File: src/rtl/nibble_serial_adder_ctrl_pkg.sv
// rtl/nibble_serial_adder_ctrl_pkg.sv - shared types and constants for the nibble-serial adder
package nibble_serial_adder_ctrl_pkg;

  // Width of the shared arithmetic slice and log2 of it (used to form bit offsets)
  localparam int NIBBLE_W    = 4;
  localparam int NIBBLE_LOG2 = 2;

  // Controller states: wait for start, walk the nibbles, pulse done
  typedef enum logic [1:0] {
    ST_IDLE = 2'd0,
    ST_RUN  = 2'd1,
    ST_DONE = 2'd2
  } state_e;

endpackage

File: src/rtl/nibble_serial_adder_ctrl_if.sv
// rtl/nibble_serial_adder_ctrl_if.sv - request/result bundle between a requester and the adder
interface nibble_serial_adder_ctrl_if #(
  parameter int NIBBLES = 4
);
  import nibble_serial_adder_ctrl_pkg::*;

  localparam int W = NIBBLE_W * NIBBLES;

  logic         start;
  logic         sub;
  logic [W-1:0] a;
  logic [W-1:0] b;
  logic         busy;
  logic         done;
  logic [W-1:0] result;
  logic         c_out;
  logic         ovf;

  // Requester side: issues operations and reads back the result
  modport master (
    output start, sub, a, b,
    input  busy, done, result, c_out, ovf
  );

  // Adder side: accepts operations and reports the result
  modport slave (
    input  start, sub, a, b,
    output busy, done, result, c_out, ovf
  );

endinterface

File: src/rtl/nibble_serial_adder_ctrl_adder4.sv
// rtl/nibble_serial_adder_ctrl_adder4.sv - 4-bit ripple slice exposing sum and signed overflow only
module adder4 (
  input  logic [3:0] x,
  input  logic [3:0] y,
  input  logic       c_in,
  output logic [3:0] s,
  output logic       v
);

  logic [4:0] c;

  assign c[0] = c_in;

  // Classic full-adder ripple chain
  for (genvar i = 0; i < 4; i++) begin : g_bit
    assign s[i]   = x[i] ^ y[i] ^ c[i];
    assign c[i+1] = (x[i] & y[i]) | ((x[i] ^ y[i]) & c[i]);
  end

  // Overflow: carry into the top bit disagrees with carry out of it
  assign v = c[4] ^ c[3];

endmodule

File: src/rtl/nibble_serial_adder_ctrl.sv
// rtl/nibble_serial_adder_ctrl.sv - sequences one 4-bit slice over a wide add/subtract, LS nibble first
module nibble_serial_adder_ctrl
  import nibble_serial_adder_ctrl_pkg::*;
#(
  parameter int NIBBLES = 4
) (
  input  logic                        clk,
  input  logic                        rst_n,
  nibble_serial_adder_ctrl_if.slave   bus
);

  localparam int W     = NIBBLE_W * NIBBLES;
  localparam int IDX_W = (NIBBLES > 1) ? $clog2(NIBBLES) : 1;
  localparam logic [IDX_W-1:0] LAST_IDX = IDX_W'(NIBBLES - 1);

  state_e           state_q,  state_d;
  logic [IDX_W-1:0] idx_q,    idx_d;
  logic             carry_q,  carry_d;
  logic [W-1:0]     op_a_q,   op_a_d;
  logic [W-1:0]     op_b_q,   op_b_d;
  logic [W-1:0]     result_q, result_d;
  logic             c_out_q,  c_out_d;
  logic             ovf_q,    ovf_d;

  logic [IDX_W+NIBBLE_LOG2-1:0] bit_ofs;
  logic [NIBBLE_W-1:0]          slice_x;
  logic [NIBBLE_W-1:0]          slice_y;
  logic [NIBBLE_W-1:0]          slice_s;
  logic                         slice_v;
  logic                         c3;
  logic                         carry_next;

  // Bit offset of the current nibble (idx * 4)
  assign bit_ofs = {idx_q, {NIBBLE_LOG2{1'b0}}};
  assign slice_x = op_a_q[bit_ofs +: NIBBLE_W];
  assign slice_y = op_b_q[bit_ofs +: NIBBLE_W];

  adder4 u_slice (
    .x    (slice_x),
    .y    (slice_y),
    .c_in (carry_q),
    .s    (slice_s),
    .v    (slice_v)
  );

  // The slice hides its carry-out; rebuild it from the carry into bit 3
  assign c3         = slice_s[3] ^ slice_x[3] ^ slice_y[3];
  assign carry_next = (slice_x[3] & slice_y[3]) | ((slice_x[3] ^ slice_y[3]) & c3);

  // Next-state and datapath updates; subtract is a + ~b + 1
  always_comb begin
    state_d  = state_q;
    idx_d    = idx_q;
    carry_d  = carry_q;
    op_a_d   = op_a_q;
    op_b_d   = op_b_q;
    result_d = result_q;
    c_out_d  = c_out_q;
    ovf_d    = ovf_q;
    case (state_q)
      ST_IDLE: begin
        if (bus.start) begin
          op_a_d  = bus.a;
          op_b_d  = bus.sub ? ~bus.b : bus.b;
          carry_d = bus.sub;
          idx_d   = '0;
          state_d = ST_RUN;
        end
      end
      ST_RUN: begin
        result_d[bit_ofs +: NIBBLE_W] = slice_s;
        carry_d = carry_next;
        if (idx_q == LAST_IDX) begin
          c_out_d = carry_next;
          ovf_d   = slice_v;
          state_d = ST_DONE;
        end else begin
          idx_d = idx_q + IDX_W'(1);
        end
      end
      ST_DONE: begin
        state_d = ST_IDLE;
      end
      default: begin
        state_d = ST_IDLE;
      end
    endcase
  end

  // State and datapath registers; reset aborts any operation in flight
  always_ff @(posedge clk or negedge rst_n) begin
    if (!rst_n) begin
      state_q  <= ST_IDLE;
      idx_q    <= '0;
      carry_q  <= 1'b0;
      op_a_q   <= '0;
      op_b_q   <= '0;
      result_q <= '0;
      c_out_q  <= 1'b0;
      ovf_q    <= 1'b0;
    end else begin
      state_q  <= state_d;
      idx_q    <= idx_d;
      carry_q  <= carry_d;
      op_a_q   <= op_a_d;
      op_b_q   <= op_b_d;
      result_q <= result_d;
      c_out_q  <= c_out_d;
      ovf_q    <= ovf_d;
    end
  end

  assign bus.busy   = (state_q != ST_IDLE);
  assign bus.done   = (state_q == ST_DONE);
  assign bus.result = result_q;
  assign bus.c_out  = c_out_q;
  assign bus.ovf    = ovf_q;

endmodule

File: src/flat_wrapper.sv
// flat-port wrapper written by rule: the top's interface ports become plain ports
module nibble_serial_adder_ctrl_flat import nibble_serial_adder_ctrl_pkg::*;
#(
  parameter int NIBBLES = 4
)
  (clk, rst_n, bus_start, bus_sub, bus_a, bus_b, bus_busy, bus_done, bus_result, bus_c_out, bus_ovf);
  nibble_serial_adder_ctrl_if #(.NIBBLES(NIBBLES)) bus_i ();
  input  logic clk;
  input  logic rst_n;
  input wire logic [$bits(bus_i.start)-1:0] bus_start;
  input wire logic [$bits(bus_i.sub)-1:0] bus_sub;
  input wire logic [$bits(bus_i.a)-1:0] bus_a;
  input wire logic [$bits(bus_i.b)-1:0] bus_b;
  output wire logic [$bits(bus_i.busy)-1:0] bus_busy;
  output wire logic [$bits(bus_i.done)-1:0] bus_done;
  output wire logic [$bits(bus_i.result)-1:0] bus_result;
  output wire logic [$bits(bus_i.c_out)-1:0] bus_c_out;
  output wire logic [$bits(bus_i.ovf)-1:0] bus_ovf;
  assign bus_i.start = bus_start;
  assign bus_i.sub = bus_sub;
  assign bus_i.a = bus_a;
  assign bus_i.b = bus_b;
  assign bus_busy = bus_i.busy;
  assign bus_done = bus_i.done;
  assign bus_result = bus_i.result;
  assign bus_c_out = bus_i.c_out;
  assign bus_ovf = bus_i.ovf;
  nibble_serial_adder_ctrl #(.NIBBLES(NIBBLES)) u_core (.clk(clk), .rst_n(rst_n), .bus(bus_i));
endmodule
File: config.mk
export PLATFORM = sky130hd
export DESIGN_NAME = nibble_serial_adder_ctrl_flat
export DESIGN_NICKNAME = d
export VERILOG_FILES = /design/src/rtl/nibble_serial_adder_ctrl_pkg.sv /design/src/rtl/nibble_serial_adder_ctrl_if.sv /design/src/rtl/nibble_serial_adder_ctrl_adder4.sv /design/src/rtl/nibble_serial_adder_ctrl.sv /design/src/flat_wrapper.sv
export SDC_FILE = /design/constraint.sdc
export NUM_CORES = 1
export LEC_CHECK = 0
export BUFFER_PORTS_ARGS = -buffer_cell sky130_fd_sc_hd__clkbuf_2
export CAP_MARGIN = 20
export CORE_ASPECT_RATIO = 1.1
export CORE_MARGIN = 4
export CORE_UTILIZATION = 35
export CTS_CLUSTER_SIZE = 25
export DETAILED_ROUTE_END_ITERATION = 6
export GPL_ROUTABILITY_DRIVEN = 0
export PLACE_DENSITY = 0.59
export SYNTH_ARGS = -nofsm -noshare
export SYNTH_HDL_FRONTEND = slang
export SYNTH_HIERARCHICAL = 1
export SYNTH_SLANG_ARGS = --single-unit
File: constraint.sdc
create_clock -name clk -period 6.1 [get_ports clk]
set_clock_uncertainty 0.05 [all_clocks]
set_input_delay 0.305 -clock clk [delete_from_list [all_inputs] [get_ports clk]]
set_output_delay 0.305 -clock clk [all_outputs]
set_load 0.05 [all_outputs]
Word level (Yosys, flattened, before mapping)
Cells that the tools add are included.
Operators by class
  add/sub/neg operators: 2
  $mul: 0
  div/mod/pow operators: 0
  order comparisons: 0
  equality and inequality tests: 6
  shift-type cells: 4
  multiplexer cells: 10
  bitwise gates (word level): 26
  reductions and logical operators: 8
Operator list (count)
  $shiftx 16x5->4: 2
  $bwmux 16: 1
  $mux 16: 1
  $not 16->16: 1
  $shift 4x6->16 const A: 1
  $shiftx 4x6->16: 1
  $xor 1x1->1: 11
  $and 1x1->1: 9
  $mux 2: 4
  $pmux 2 s2: 2
  $reduce_and 2->1: 4
  $neg 4->6: 1
  $or 1x1->1: 5
  $eq 2x2->1 const B: 2
  $ne 2x2->1 const B: 2
  $reduce_bool 2->1: 2
  $reduce_and 3->1: 1
  $add 2x1->2 const B: 1
  $eq 2x1->1 const B: 1
  $logic_not 2->1: 1
  $ne 2x1->1 const B: 1
  $pmux 1 s2: 1
  $mux 1: 1
Word-level totals
  register bits: 55
  bits in latches: 0
  memory bits (writable): 0
  memory bits (read-only): 0
  input port bits: 36
  word-level logic and storage cells: 64
  memories: 0

Longest topological paths before layout
  word-level depth: 14
  mapped depth: 11
  depth with buffers taken out: 10

Hierarchy
Netlist, hierarchy kept.
By module, submodules not included
  nibble_serial_adder_ctrl: times used 1, cells each 207, area each 2532.4 um2
  adder4: times used 1, cells each 10, area each 107.6 um2

Least setup slack after synthesis
OpenSTA, ideal clock, no wires.
  path type: reg2reg
  start point: register u_core.idx_q[0]
  end point: register u_core.carry_q
  data arrival time: 3.505 ns
  slack: 2.419 ns
  stages on the path, launching flop included: 12
  buffers on the path: 1
  clock period less this slack: 3.681 ns
  path through: dfrtp_1 -> buf_2 -> mux4_2 -> inv_1 -> fa_1 -> inv_1 -> fa_1 -> fa_1 -> fa_1 -> inv_1 -> maj3_2 -> o311a_1
On the way
  cells in the longest elaborated chain, start to end: 14
  elaborated cells on any way between the ends: 22
  classes of those cells: 2 x shift; 1 x mux; 19 x bitwise
Ends and longest elaborated chain
  from (decl): line nibble_serial_adder_ctrl.sv:17  | logic [IDX_W-1:0] idx_q, idx_d;
  from (signal assigned): line nibble_serial_adder_ctrl.sv:103  | idx_q <= idx_d;
  $shiftx 16x5->4 *: line nibble_serial_adder_ctrl.sv:36  | assign slice_y = op_b_q[bit_ofs +: NIBBLE_W];
  named net u_core.slice_y[0]: line nibble_serial_adder_ctrl.sv:27  | logic [NIBBLE_W-1:0] slice_y;
  $xor 1x1->1: line nibble_serial_adder_ctrl_adder4.sv:17  | assign c[i+1] = (x[i] & y[i]) | ((x[i] ^ y[i]) & c[i]);
  $and 1x1->1: line nibble_serial_adder_ctrl_adder4.sv:17
  $or 1x1->1 *: line nibble_serial_adder_ctrl_adder4.sv:17
  $and 1x1->1 *: line nibble_serial_adder_ctrl_adder4.sv:17
  $or 1x1->1 *: line nibble_serial_adder_ctrl_adder4.sv:17
  $and 1x1->1 *: line nibble_serial_adder_ctrl_adder4.sv:17
  $or 1x1->1 *: line nibble_serial_adder_ctrl_adder4.sv:17
  $xor 1x1->1 *: line nibble_serial_adder_ctrl_adder4.sv:16  | assign s[i] = x[i] ^ y[i] ^ c[i];
  named net u_core.slice_s[3]: line nibble_serial_adder_ctrl.sv:28  | logic [NIBBLE_W-1:0] slice_s;
  $xor 1x1->1 * (2 in a row): line nibble_serial_adder_ctrl.sv:47  | assign c3 = slice_s[3] ^ slice_x[3] ^ slice_y[3];
  $and 1x1->1 *: line nibble_serial_adder_ctrl.sv:48  | assign carry_next = (slice_x[3] & slice_y[3]) | ((slice_x[3] ^ slice_y[3]) & c3);
  $or 1x1->1 *: line nibble_serial_adder_ctrl.sv:48
  $pmux 1 s2 *: line nibble_serial_adder_ctrl.sv:60  | case (state_q)
  to (signal assigned): line nibble_serial_adder_ctrl.sv:104  | carry_q <= carry_d;
  to (decl): line nibble_serial_adder_ctrl.sv:18  | logic carry_q, carry_d;
Mark *: on every way through the listed nets, which the timed path passes. The rest lies on a longest branch.
A chain may end at the register's enable or synchronous reset.

Worst setup path after layout
Same ends and word-level chain as after synthesis.

==> results.cfg <==
[run_status]
status = finished clean

[grt]
grt_pass1_wl_um = 9060
maximum_number_of_pins_on_one_net_before_global_route_repair = 56
antenna_found_initial = 0
vias_in_the_first_global_route = 1812
globalRouteTotalUtil = 0.124
grt_overflow = 0

[clocking]
cts_inserted_buffers = 5
ctsResizeCount = 0
cts_setup_buffers = 0
worstSkewPairLatency_ps = 300
cts.clk_slew.worst_paths_ps = 90
max-clock-path-buffers = 2
numClockSinks = 55
cts_hold_repair.buffers = 0
clock_tree.root_cell = clkbuf_8
htreeDepth = 2
tritoncts = built

[setup_path]
critical_path_type = reg2reg
crit_path_max_incr_delay_ps = 820
timing.critical_path.from = u_core/idx_q[0]
worst_path_most_repeated_cell = fa_1
cell_by_cell_trace_of_the_critical_path = mux4_2 -> inv_1 -> fa_1 -> inv_1 -> fa_1 -> fa_1 -> fa_1 -> inv_1 -> maj3_2 -> o311a_1
regToRegSetupSlack_ps = 2150
timing.critical_path.fanout_max = 16
critPathRequiredTime_ps = 6240
critPathTopFamily = adder cells
cp_data_arrival_time_ps = 4090
crit_path_end_kind = register
cp.buffers_inverters = 3
crit_slowest_cell = dfrtp_1
worst_r2r_start = u_core/idx_q[0]
critPathLaunchType = register

[hold_path]
timing.hold.worst.class = in2async

[drt]
drtIter0Drc = 68
detailroute.via_count = 1736
drtAntennaViolNets = 0
wirelength_um = 5220
drc = 0
route.detailed.vias_per_inst = 4.89
wl_per_cell_um = 14.7
detail_route.first_pass.iterations = 4

[placed_design]
dp_hpwl_um = 3840
numPortBuffers = 55

[finish]
syn2layout_area_growth_pct = 17.2
drive_gt1_frac = 0.348
final_nets = 316
nFillCells = 701
diodes = 0

[sta]
report.final.hold_viol_count = 0
fmaxAchievable_ghz = 0.253
fin_tns_setup_ps = 0
max_slew.worst_pin.slew_ps = 776
maxSlewHeadroom = 0.476
final_setup_violation_count = 0
fin_crit_sh = 0.647
final-max-slew-violation-count = 0
period_minus_slack_ps = 3950
grt_setup_unrepaired = false

[yosys]
postSynthRegisterBits = 55
synthSimpleGateAreaFrac = 0.0943
yosysTopAreaCellShare = 0.521
seq_area_frac_synth = 0.521
post_synth_main_area_contributors = dfrtp_1 52%, mux2_2 8.1%, mux4_2 6.8%, xnor2_1 5.3%, a21oi_1 3.0%
yosys-mux-area-fraction = 0.149
synth_cell_types = 24
cells_after_synthesis = 217
synth.largest_area_cell = dfrtp_1
ys_warn_count = 6
synth_top_family_by_area = multiplexers
syn-cell-area_sq_um = 2640
post_synth_fa_ha_maj_area_fraction = 0.0630
postSynthAreaPerCell_sq_um = 12.2
mappedNetlistNets = 263
synth_compound_gate_area_share = 0.0810
synth_xor_area_frac = 0.0564

[floorplan]
boundaryPins = 56
die-width_um = 90.8
initial_utilization = 0.368
num_rows = 32
die_h_um = 99.1
die_area_sq_um = 9000
coreArea_sq_um = 7170

[power]
worst_ir_drop_vdd_uv = 213
leakage_nw = 1.40
power_mw = 1.91
cellPowerDensity_nw_per_um2 = 616

[run]
drv_cap = 0
==> flip-flops by register name, summed over array words and instances (netlist names) <==
register,count
u_core/bus.c_out,1
u_core/state_q,2
u_core/bus.result,16
u_core/carry_q,1
u_core/op_a_q,16
u_core/op_b_q,16
u_core/idx_q,2
u_core/bus.ovf,1
==> metrics by stage <==
stage	hold WS [ps]	utilization	instance area (sq um)	cells	worst slack [ps]
floorplan	-40.6	-	2640	217	2420
global placement	416	0.417	2990	348	2190
detailed placement	421	0.417	2990	348	2110
CTS	95.9	0.432	3090	355	2090
global route	132	0.432	3090	355	1850
finish	59.4	0.432	3090	355	2150
==> Yosys cell counts (all sizes together) <==
| master | n |
|---|---|
| mux4 | 8 |
| dfrtp | 55 |
| ha | 6 |
| nand2 | 16 |
| inv | 11 |
| maj3 | 1 |
| nor4b | 3 |
| nor2b | 1 |
| nor3b | 3 |
| nor2 | 19 |
| mux2 | 19 |
| and4bb | 1 |
| o21ai | 9 |
| xnor2 | 16 |
| xor2 | 1 |
| buf | 7 |
| fa | 4 |
| a22o | 9 |
| nand3b | 5 |
| o311a | 1 |
| a21oi | 16 |
| clkbuf | 4 |
| or2 | 1 |
| nand2b | 1 |
==> cells by family (layout without fill, tap and decap cells) <==
kind of cell	count (synthesis)	in the layout
adder cells (fa/ha/maj)	11	11
XOR/XNOR	17	17
buffers and inverters	22	75
AO/OA/AOI/OAI	35	35
multiplexers	27	27
AND/OR/NAND/NOR	50	50
flip-flops	55	55
==> cell usage in the layout, fill, tap and decap left out, types with 2 or more instances in the layout <==
master	netlist	final
a21oi_1	16	16
nor2_1	19	19
dfrtp_1	55	55
buf_4	0	2
inv_1	11	11
o21ai_0	9	9
fa_1	4	4
ha_1	6	6
nor3b_1	3	2
mux4_2	8	8
nand2_1	16	16
mux2_2	19	19
nand3b_1	5	5
a22o_1	9	9
xnor2_1	16	16
nor4b_1	3	3
clkbuf_2	0	55
clkbuf_8	0	5
==> worst reg2reg max path, stage by stage, from the launching register on <==
cell     delay [ps]
dfrtp_1         820
mux4_2          580
inv_1            90
fa_1            170
inv_1            50
fa_1            370
fa_1            430
fa_1            610
inv_1            70
maj3_2          310
o311a_1         280
==> final timing paths <==
check	end	depth (start not counted)
min in group clk	u_core/op_a_q[7]	2
setup reg to reg	u_core/carry_q	10
setup / recovery	u_core/carry_q	10
hold / removal	u_core/bus.result[6]	2
hold reg to reg	u_core/bus.result[4]	2
max in group asynchronous	u_core/op_a_q[11]	2
==> area by class of cell <==
cell class	count	area, sq um	share of cell area
multi-input combinational	140	1180	0.381
clock inverter	1	30.0	0.00970
tap	85	106	0.0344
clock buffer	6	72.6	0.0235
inverter	11	41.3	0.0133
sequential	55	1380	0.445
timing repair buffer	57	290	0.0938
==> power by group <==
part	total (mW)	internal, mW	switching, mW
logic	1.02	0.423	0.594
clock network	0.229	0.120	0.109
registers	0.661	0.529	0.132
total	1.91	1.07	0.835
==> metal layers <==
layer  GRT usage  share of wire  up-vias
li1            -              -      849
met3      0.0318          0.052        0
met1       0.180           0.49      839
met2       0.188           0.45       48
met4      0.0313              0        0
met5           0              0        -
Note: power is estimated with default switching activity, not from simulation.
